===== config.mk =====
export PLATFORM = sky130hd
export DESIGN_NAME = mult_share_arb
export DESIGN_NICKNAME = d
export VERILOG_FILES = /design/src/rtl/mult_arb_pkg.sv /design/src/rtl/mult_core.sv /design/src/rtl/mult_share_arb.sv
export SDC_FILE = /design/constraint.sdc
export NUM_CORES = 1
export LEC_CHECK = 0
export CORE_ASPECT_RATIO = 2
export CORE_MARGIN = 4
export CORE_UTILIZATION = 45
export DETAILED_ROUTE_END_ITERATION = 8
export GPL_TIMING_DRIVEN = 0
export PLACE_DENSITY = 0.71
export REMOVE_ABC_BUFFERS = 1
export SETUP_SLACK_MARGIN = 0.02
export SYNTH_ARGS = -nofsm -noshare
export SYNTH_HDL_FRONTEND = slang
export SYNTH_SLANG_ARGS = --single-unit

===== constraint.sdc =====
create_clock -name clk -period 5.2 [get_ports clk]
set_input_delay 1.04 -clock clk [delete_from_list [all_inputs] [get_ports clk]]
set_output_delay 1.04 -clock clk [all_outputs]
set_load 0.05 [all_outputs]

===== src/rtl/mult_arb_pkg.sv =====
// mult_arb_pkg: shared widths and FSM state encoding for the multiplier-sharing arbiter
package mult_arb_pkg;
  localparam int W = 12;
  localparam int PW = 2 * W;
  typedef enum logic [1:0] {IDLE, CALC, RESP} state_t;
endpackage


===== src/rtl/mult_core.sv =====
// mult_core: combinational W x W -> 2W unsigned multiplier
module mult_core #(
  parameter int W = mult_arb_pkg::W
) (
  input  logic [W-1:0]   a,
  input  logic [W-1:0]   b,
  output logic [2*W-1:0] p
);
  assign p = {{W{1'b0}}, a} * {{W{1'b0}}, b};
endmodule


===== src/rtl/mult_share_arb.sv =====
// mult_share_arb: arbitrates NREQ requesters onto one shared multiplier core
// MULT_SHARE_ARB_RR_EN selects round-robin grant; otherwise lowest index wins
module mult_share_arb #(
  parameter int NREQ = 4,
  parameter int W = mult_arb_pkg::W,
  parameter int IDW = $clog2(NREQ)
) (
  input  logic            clk,
  input  logic            rst_n,
  input  logic [NREQ-1:0]   req_valid,
  output logic [NREQ-1:0]   req_ready,
  input  logic [NREQ*W-1:0] req_x,
  input  logic [NREQ*W-1:0] req_y,
  output logic            rsp_valid,
  input  logic            rsp_ready,
  output logic [2*W-1:0]  rsp_p,
  output logic [IDW-1:0]  rsp_id,
  output logic            busy
);
  import mult_arb_pkg::*;
  state_t state, nxt;
  logic [W-1:0] x_r, y_r;
  logic [2*W-1:0] prod;
  logic [IDW-1:0] g, c;
  logic any;
`ifdef MULT_SHARE_ARB_RR_EN
  logic [IDW-1:0] ptr;
`endif
  mult_core #(.W(W)) core (.a(x_r), .b(y_r), .p(prod));
  assign any = |req_valid;
  // Scan in reverse search order so the last hit is the highest-priority requester
  always_comb begin
    g = '0;
    c = '0;
`ifdef MULT_SHARE_ARB_RR_EN
    for (int k = NREQ; k >= 1; k--) begin
      c = IDW'((int'(ptr) + k) % NREQ);
      if (req_valid[c]) g = c;
    end
`else
    for (int i = NREQ - 1; i >= 0; i--) begin
      c = IDW'(i);
      if (req_valid[c]) g = c;
    end
`endif
  end
  always_comb begin
    nxt = state == IDLE ? (any ? CALC : IDLE) :
          state == CALC ? RESP : (rsp_ready ? IDLE : RESP);
    req_ready = (state == IDLE && any) ? NREQ'(1) << g : '0;
    rsp_valid = state == RESP;
    busy = state != IDLE;
  end
  always_ff @(posedge clk) begin
    if (!rst_n) begin
      state <= IDLE;
      x_r <= '0;
      y_r <= '0;
      rsp_id <= '0;
      rsp_p <= '0;
`ifdef MULT_SHARE_ARB_RR_EN
      ptr <= IDW'(NREQ - 1);
`endif
    end else begin
      state <= nxt;
      if (state == IDLE && any) begin
        x_r <= W'(req_x >> (int'(g) * W));
        y_r <= W'(req_y >> (int'(g) * W));
        rsp_id <= g;
`ifdef MULT_SHARE_ARB_RR_EN
        ptr <= g;
`endif
      end
      if (state == CALC) rsp_p <= prod;
    end
  end
endmodule

* Yosys cells after proc, flatten, opt, wreduce, memory -nomap -nowiden
Index checks and enable logic that the tools add are counted.
** Word-level totals
- Logic and storage cells :: 25
- Output and inout port bits :: 32
- Bits of input ports :: 103
- Register bits after elaboration :: 52
** Operators by class
- Multiply operators :: 2
- Reduce and logical (&&, ||, !) cells :: 4
- Shift-type cells :: 3
- Eq/ne operators :: 2
- Muxes and demuxes :: 9
** Operators by type and width (count)
- >> shifter 48 x 32 -> 12 bit :: 1
- >> shifter 48 x 6 -> 12 bit :: 1
- multiplier 12 x 12 -> 24 bit :: 1
- two-way mux 2 bit :: 7
- multiplier 2 x 2 -> 4 bit (second input constant) :: 1
- two-way mux 4 bit :: 1
- OR reduction 4 bit :: 1
- << shifter 1 x 2 -> 4 bit (first input constant) :: 1
- equality test 2 x 1 -> 1 bit (second input constant) :: 1
- equality test 2 bit (second input constant) :: 1
- logical NOT 2 bit :: 1
- nonzero test 2 bit :: 1
- logical AND 1 bit :: 1
- two-way mux 1 bit :: 1

* Longest topological paths before layout
Gate-level depths: netlist of run 1.
- Word-level depth :: 6
- Mapped depth :: 19
- Mapped depth without buffers :: 18

* Modules after synthesis
A second synthesis of run 1 with hierarchy kept.
** Second synthesis, totals
- Cells, all modules :: 933
- Area, all modules :: 7751.2 µm²
** Modules (own cells, without submodules)
- mult_core :: sequential area each 0.0 µm², instances 1, cells an instance 571, area each 4725.8 µm²
- mult_share_arb :: sequential area each 1041.0 µm², instances 1, cells an instance 362, area each 3025.4 µm²

* Worst setup path after synthesis of run 1
Ideal clock, no wire load.
- Path type :: register to register
- From :: register y_r[3]
- To :: register rsp_p[18]
- Data arrival time :: 4.852 ns
- Setup slack :: 0.232 ns
- Buffers on the path :: 1
- Stages on the path, launching flop included :: 20
- Required time :: 5.084 ns
- Cells stage by stage :: dfxtp_1 -> clkbuf_1 -> nand2_1 -> fa_1 -> inv_1 -> fa_1 -> inv_1 -> fa_1 -> inv_1 -> fa_1 -> inv_1 -> fa_1 -> inv_1 -> ha_1 -> nand2_1 -> o21ai_0 -> o21ai_2 -> a211oi_1 -> o21ai_0 -> a41o_1
** Between the ends
- Cells in the longest elaborated chain, start to end :: 1
** RTL lines
- from (decl) :: RTL line mult_share_arb.sv:22 : logic [W-1:0] x_r, y_r;
- from (signal assigned) :: RTL line mult_share_arb.sv:68 : y_r <= W'(req_y >> (int'(g) * W));
- multiplier 12 x 12 -> 24 bit :: RTL line mult_core.sv:9 : assign p = {{W{1'b0}}, a} * {{W{1'b0}}, b};
- to (signal assigned) :: RTL line mult_share_arb.sv:74 : if (state == CALC) rsp_p <= prod;
- to (decl) :: RTL line mult_share_arb.sv:16 : output logic [2*W-1:0] rsp_p,
No other way between the ends.
A chain may end at the register's enable or synchronous reset.

* Worst setup path after layout of run 1
- From :: register y_r[6]
- To :: register rsp_p[18]
Same word-level chain as after synthesis.

==> impl_metrics.csv, run 1 <==
group,metric,value,unit
pwr,p_int,0.00103,W
setup_path,cp_num_buf_inv,4,
grt,overflow,0,
timing,setup_ws,0.181,ns
final_layout,utilization,0.572,
setup_path,crit_path_cell_trace,"and2_1 > fa_1 > inv_1 > fa_1 > inv_1 > fa_1 > fa_1 > inv_1 > fa_1 > inv_1 > ha_1 > nand2_2 > a211oi_4 > o21ai_2 > a211oi_2 > o21ai_0 > a41o_1",
setup_path,cp_max_fo,13,
synth,synthCells,928,
synth,synth_top_area_cell,"fa_1",
synth,netlist_area,7470,um^2
grt,grt_antenna_before_repair,0,
synth,synth_seq_area_share,0.139,
timing,fin_tns_setup,0,ns
timing,slew-limit-headroom,0.356,
place,dp_hpwl,15200,um
clock_network,clk_pin_slew,0.07,ns
final_layout,fin_nets,1300,
worst_hold_path,worstHoldStart,"rsp_p[13]$_SDFFE_PN0P_",
drt,wl_met1,6820,um
drt,dr_total_vias,6658,
floorplanning,core,16300,um^2
timing,rsz0062_at_grt,"yes",
synth,synth_ff_type,"dfxtp_1",
drt,drt_iter0_markers,265,
setup_path,slowest_delay,0.54,ns
drt,vias_per_cell,5.37,
pwr,pwr_density_cell,188,nW/um^2
setup_path,rrSetupSlack,0.18,ns
synth,synth_cell_types,64,
synth,ys_warn_count,0,
pwr,power.share.combinational,0.472,
clock_network,clock-sinks,52,
pwr,p_leak,4.31,nW
grt,gr-usage-all-layers,0.209,
timing,period_needed,5.02,ns
timing,hold_violations,0,
final_layout,syn_to_final_growth,24.6,%
timing,setup_viol,0,
final_layout,final_common_cell,"nand2_1",
grt,grt_max_degree,51,
clock_network,clock-root-buffer,"clkbuf_16",
timing,final.setup_skew,0.00709,ns
synth,yosys.area_share.simple,0.218,
drt,drc,0,
grt,grt_pass1_vias,6938,
floorplanning,dieHeight,190,um
worst_hold_path,whs_path_depth,2,
drt,top_layer,"met4",
drt,wl_met2,11000,um
setup_path,ff2ff_path_depth,17,
drt,wl,19200,um
floorplanning,die_w,99.1,um
worst_hold_path,min_to,"rsp_p[13]$_SDFFE_PN0P_",
final_layout,fillers,1478,
synth,avgSynthCellArea,8.05,um^2
worst_hold_path,holdCritPathClass,"flip-flop to flip-flop",
setup_path,r2r-end,"rsp_p[18]$_SDFFE_PN0P_",
synth,synthMuxAreaShare,0.00134,
pwr,switching_share,0.409,
floorplanning,row_count,66,
synth,synth_compound_area_frac,0.153,
floorplanning,initial_core_util,0.459,
drt,dr.pass1.iters,5,
clock_network,clk_latency,0.31,ns
floorplanning,die-area,18900,um^2
floorplanning,io_pins,135,
timing,drv_slew,0,
synth,ys_seq_elements,52,
drt,wl_met3,742,um
synth,synth_edf_count,0,
pwr,vdd_drop_max,0.131,mV
final_layout,diodes,0,
final_layout,drive_above_1_share,0.0763,
synth,async_reset_ff_frac,0,
timing,max_slew.worst_pin.slew,0.964,ns
run,max-cap-violations,0,
setup_path,cp-end-kind,"flip-flop",
setup_path,cp_slowest_cell,"fa_1",
setup_path,cpMostUsedCell,"fa_1",
status,outcome,"completed",
synth,yosys-top-cells-area,"fa_1 (27%), dfxtp_1 (14%), ha_1 (10%)",
setup_path,crit_type,"flip-flop to flip-flop",
synth,synth_xor_area_frac,0.00820,
timing,fin_crit_sh,0.965,
place,dpl_worst_slack,-0.434,ns
synth,yosys.area.top_type_share,0.268,
setup_path,startpoint_type,"flip-flop",
setup_path,required,5.41,ns
grt,grt_pass1_wl,32300,um
setup_path,cp.arrival,5.23,ns
clock_network,cts_tree,"done",
clock_network,clk_path_buf_depth,2,
synth,synthAdderAreaFrac,0.372,
clock_network,cts_made_buffers,5,
pwr,sequentialPowerShare,0.304,
drt,wl_per_cell,15.5,um
drt,ant_nets,0,
setup_path,reg2reg_from,"y_r[6]$_SDFFE_PN0P_",
final_layout,finish.instance_area,9310,um^2
synth,synth_top_family_by_area,"adder cells",
final_layout,final_cell_mix,"nand2_1 (193), inv_1 (144), clkdlybuf4s50_1 (134)",
pwr,clock_power_share,0.224,
place,port_buffers,134,
pwr,p_switching,0.000714,W
setup_path,crit_family,"adder cells",
place,gp_congestion,0.906,
place,placed_area,8920,um^2
clock_network,cts_htree_levels,2,
timing,timing.fmax,199,MHz
registers in the layout (all words and copies together) (netlist names):
signal	count
state	2
y_r	12
x_r	12
rsp_p	24
rsp_id	2
kinds of logic after synthesis:
group / Yosys count
XOR/XNOR: 7
buffers and inverters: 204
adder cells (fa/ha/maj): 162
AO/OA/AOI/OAI: 158
AND/OR/NAND/NOR: 344
multiplexers: 1
flip-flops: 52
worst max-delay path by stage:
stage	startpoint	endpoint	slack, ns	depth (start not counted)
after floorplan	req_valid[0]	req_ready[3]	-0.17	2
after global placement	req_valid[1]	req_ready[3]	-2.47	4
after detailed placement	x_r[7]$_SDFFE_PN0P_	rsp_p[18]$_SDFFE_PN0P_	-0.43	18
after CTS	x_r[4]$_SDFFE_PN0P_	rsp_p[18]$_SDFFE_PN0P_	0.009	16
after global routing	y_r[6]$_SDFFE_PN0P_	rsp_p[18]$_SDFFE_PN0P_	-0.01	17
final	y_r[6]$_SDFFE_PN0P_	rsp_p[18]$_SDFFE_PN0P_	0.18	17
layer usage:
metal | GRT usage | vias up
met4 | 0.0779 | 0
li1 | - | 3204
met3 | 0.0176 | 43
met5 | 0 | -
met2 | 0.416 | 199
met1 | 0.220 | 3212
cells in the mapped netlist (3+ instances only):
library cell  count
or3_1             5
nand2_1         194
clkbuf_1         43
nand3_1          18
and4_1            3
inv_1           145
nand2b_1          3
and2_1           78
and3_1            6
nor2_1           13
a311o_1          25
a211oi_1         27
buf_2             7
xnor2_1           5
and2_0            3
a21o_1            6
a21oi_1          54
dfxtp_1          52
o21ai_0          10
nor3_1            5
ha_1             62
a31oi_1           4
fa_1            100
nor2b_1           5
cell type report:
type / count / area, um^2 / area share
Clock buffer: 5 / 125 / 0.0134
Clock inverter: 3 / 42.5 / 0.00457
Inverter: 145 / 544 / 0.0584
Multi-Input combinational cell: 672 / 5690 / 0.611
Sequential cell: 52 / 1090 / 0.117
Tap cell: 204 / 255 / 0.0274
Timing Repair Buffer: 159 / 1570 / 0.169
timing repair:
| item | CTS | global route |
|---|---|---|
| gates resized for setup | 21 | 18 |
| gates cloned | 0 | 0 |
| buffers inserted | 0 | 19 |
| pin swaps | 0 | 2 |
| hold buffers | 0 | 0 |
| endpoints found under the setup margin | 10 | 9 |
worst min-delay path, delay by kind of cell (launching register included):
family	cells	cell delay [ns]
flip-flops	1	0.31
AND/OR/NAND/NOR	1	0.05
AO/OA/AOI/OAI	1	0.05
power groups by stage:
| stage | registers [W] | logic, W | clock network, W |
|---|---|---|---|
| floorplan | 0.000553 | 0.000479 | 0 |
| CTS | 0.000540 | 0.000794 | 0.000403 |
| finish | 0.000532 | 0.000824 | 0.000391 |
| detailed placement | 0.000546 | 0.000787 | 0 |
| global route | 0.000541 | 0.000927 | 0.000416 |
| global placement | 0.000545 | 0.000756 | 0 |
metrics by stage:
step,total power [W],hold slack (ns),instances
floorplan,0.00103,0.493,869
global placement,0.00130,0.438,1207
detailed placement,0.00133,0.446,1213
global route,0.00188,0.469,1240
finish,0.00175,0.452,1240
CTS,0.00174,0.456,1221
(Power assumes the default switching activity.)
==> run 2: changes to the inputs <==
Settings changed: CORE_UTILIZATION 45 to 50, PLACE_DENSITY 0.71 to 0.77, SYNTH_HIERARCHICAL set to 1.
==> impl_metrics.csv, run 2 <==
group,metric,value,unit
floorplanning,dieHeight,184,um
clock_network,postCtsHoldBufs,0,
drt,vias_per_cell,5.54,
timing,setup_ws,0.213,ns
pwr,pwr_density_cell,219,nW/um^2
floorplanning,die_w,96.0,um
synth,async_reset_ff_frac,0,
setup_path,startpoint_type,"flip-flop",
clock_network,clk_latency,0.31,ns
clock_network,clk_path_buf_depth,2,
final_layout,drive_above_1_share,0.112,
synth,post-synth-top-count-cell,"nand2_1",
synth,synth_top_area_cell,"fa_1",
synth,ys_seq_elements,52,
final_layout,diodes,0,
synth,ys_warn_count,6,
drt,dr_total_vias,6760,
synth,netlist_area,7750,um^2
floorplanning,io_pins,135,
timing,rsz0062_at_grt,"no",
synth,synthCells,933,
floorplanning,row_count,64,
grt,gr-usage-all-layers,0.238,
drt,drc,0,
timing,fin_crit_sh,0.959,
clock_network,cts_tree,"done",
setup_path,cp-startpoint,"x_r[6]$_SDFFE_PN0P_",
setup_path,cp.arrival,5.22,ns
grt,grt_pass1_vias,6996,
final_layout,final_cell_mix,"nand2_1 (171), inv_1 (141), clkdlybuf4s50_1 (132)",
drt,dr.pass1.iters,5,
place,gp_congestion,0.878,
status,outcome,"completed",
grt,grt_pass1_wl,33300,um
synth,yosys-top-cells-area,"fa_1 (26%), dfxtp_1 (13%), ha_1 (10%)",
timing,hold_violations,0,
synth,avgSynthCellArea,8.31,um^2
place,dp_hpwl,15800,um
synth,synthTopCellsByCount,"nand2_1 (171), inv_1 (141), fa_1 (100), a21oi_1 (63), ha_1 (62)",
place,port_buffers,134,
floorplanning,die-area,17700,um^2
final_layout,syn_to_final_growth,21.4,%
setup_path,cp-end-kind,"flip-flop",
setup_path,cp_max_fo,11,
grt,grt_antenna_before_repair,0,
synth,synth_edf_count,0,
final_layout,fin_nets,1286,
timing,final.setup_skew,0.00740,ns
synth,synth_cell_types,50,
drt,drt_iter0_markers,317,
final_layout,final_common_cell,"nand2_1",
clock_network,cts_made_buffers,5,
drt,wl_per_cell,16.7,um
final_layout,finish.instance_area,9410,um^2
synth,synth_ff_type,"dfxtp_1",
synth,synth_seq_area_share,0.134,
place,placed_area,9060,um^2
setup_path,reg2reg_from,"x_r[6]$_SDFFE_PN0P_",
run,max-cap-violations,0,
pwr,vdd_drop_max,0.139,mV
clock_network,clk_pin_slew,0.08,ns
clock_network,clock-root-buffer,"clkbuf_16",
grt,grt_max_degree,55,
grt,overflow,0,
floorplanning,initial_core_util,0.507,
timing,max_slew.worst_pin.slew,0.994,ns
worst_hold_path,worstHoldStart,"rsp_p[17]$_SDFFE_PN0N_",
synth,yosys.area.top_type_share,0.258,
clock_network,cts_htree_levels,2,
final_layout,top_regs,"rsp_p (24), x_r (12), y_r (12)",
final_layout,largest_reg_flops,24,
place,dpl_worst_slack,-0.200,ns
drt,wl,20400,um
timing,slew-limit-headroom,0.337,
timing,timing.fmax,201,MHz
worst_hold_path,holdCritPathClass,"flip-flop to flip-flop",
setup_path,required,5.43,ns
pwr,p_leak,4.23,nW
timing,period_needed,4.99,ns
drt,ant_nets,0,
setup_path,crit_type,"flip-flop to flip-flop",
final_layout,largest_register,"rsp_p",
floorplanning,core,15300,um^2
pwr,p_total,0.00206,W
clock_network,clock-sinks,52,
timing,drv_slew,0,
timing,setup_viol,0,
run 2: cell count changes after synthesis, sizes merged, moves of 23 or more:
cell,before,now
a211oi,29,0
and2,82,53
nand2b,3,30
a311o,25,0
o32ai,0,24
or3b,0,24
a21boi,2,25
o2111ai,1,24
run 2: kinds of logic (layout without fill, tap and decap cells):
group	count (synthesis)	in the layout	synth area share
adder cells (fa/ha/maj)	162	162	0.358
buffers and inverters	210	299	0.111
AND/OR/NAND/NOR	315	315	0.204
XOR/XNOR	19	19	0.0215
AO/OA/AOI/OAI	175	175	0.171
flip-flops	52	52	0.134
run 2: final cells by class:
type / instances / area (um^2)
multi-input cells: 671 / 5920
clock inverters: 3 / 22.5
flip-flops and latches: 52 / 1100
inverters: 143 / 537
well taps: 198 / 248
repair buffers: 148 / 1460
fillers: 1297 / 5880
clock buffers: 5 / 125
run 2: power breakdown:
| part | switching (W) | total (W) | leakage (nW) | internal [W] |
|---|---|---|---|---|
| sequential | 0.000116 | 0.000570 | 0.437 | 0.000454 |
| clock | 0.000172 | 0.000353 | 0.0742 | 0.000181 |
| combinational | 0.000650 | 0.00114 | 3.72 | 0.000490 |
| total | 0.000939 | 0.00206 | 4.23 | 0.00112 |
run 2: metal layers:
layer | routed length [um] | track usage | vias to the layer above | part of all wire
li1 | - | - | 3181 | -
met1 | 7190 | 0.259 | 3323 | 0.35
met2 | 11600 | 0.456 | 223 | 0.57
met3 | 1020 | 0.0283 | 33 | 0.050
met4 | 510 | 0.0787 | 0 | 0.025
met5 | 0 | 0 | - | 0
run 2: worst max-delay path: stages, from the launching register on:
cell	delay, ns
dfxtp_4	0.44
nand2_1	0.10
fa_1	0.51
inv_1	0.05
fa_1	0.50
inv_1	0.05
fa_1	0.53
inv_1	0.05
fa_1	0.47
inv_1	0.05
fa_1	0.47
inv_1	0.05
ha_2	0.30
a21oi_2	0.18
o21ai_2	0.10
or3_4	0.35
o21ai_4	0.26
o31ai_2	0.09
xor2_1	0.14
nand2_1	0.06
a21boi_0	0.14
run 2: worst paths after layout:
kind         depth (start not counted)  slack (ns)                endpoint
min                                  2        0.46  rsp_p[17]$_SDFFE_PN0N_
max                                 20        0.21  rsp_p[19]$_SDFFE_PN0N_
max reg2reg                         20        0.21  rsp_p[19]$_SDFFE_PN0N_
min reg2reg                          2        0.46  rsp_p[17]$_SDFFE_PN0N_
run 2: repair_timing:
action	4_1_cts	5_1_grt
gates resized for setup	17	32
buffers inserted	0	11
endpoints found under the setup margin	8	11
pin swaps	0	3
run 2: metrics by stage:
stage / hold slack (ns) / util / setup TNS, ns / cells
finish: 0.456 / 0.615 / 0 / 1220
global route: 0.485 / 0.615 / 0 / 1220
CTS: 0.459 / 0.604 / 0 / 1209
detailed placement: 0.444 / 0.593 / -0.922 / 1201
global placement: 0.446 / 0.590 / -1.05 / 1198
floorplan: 0.547 / - / 0 / 866
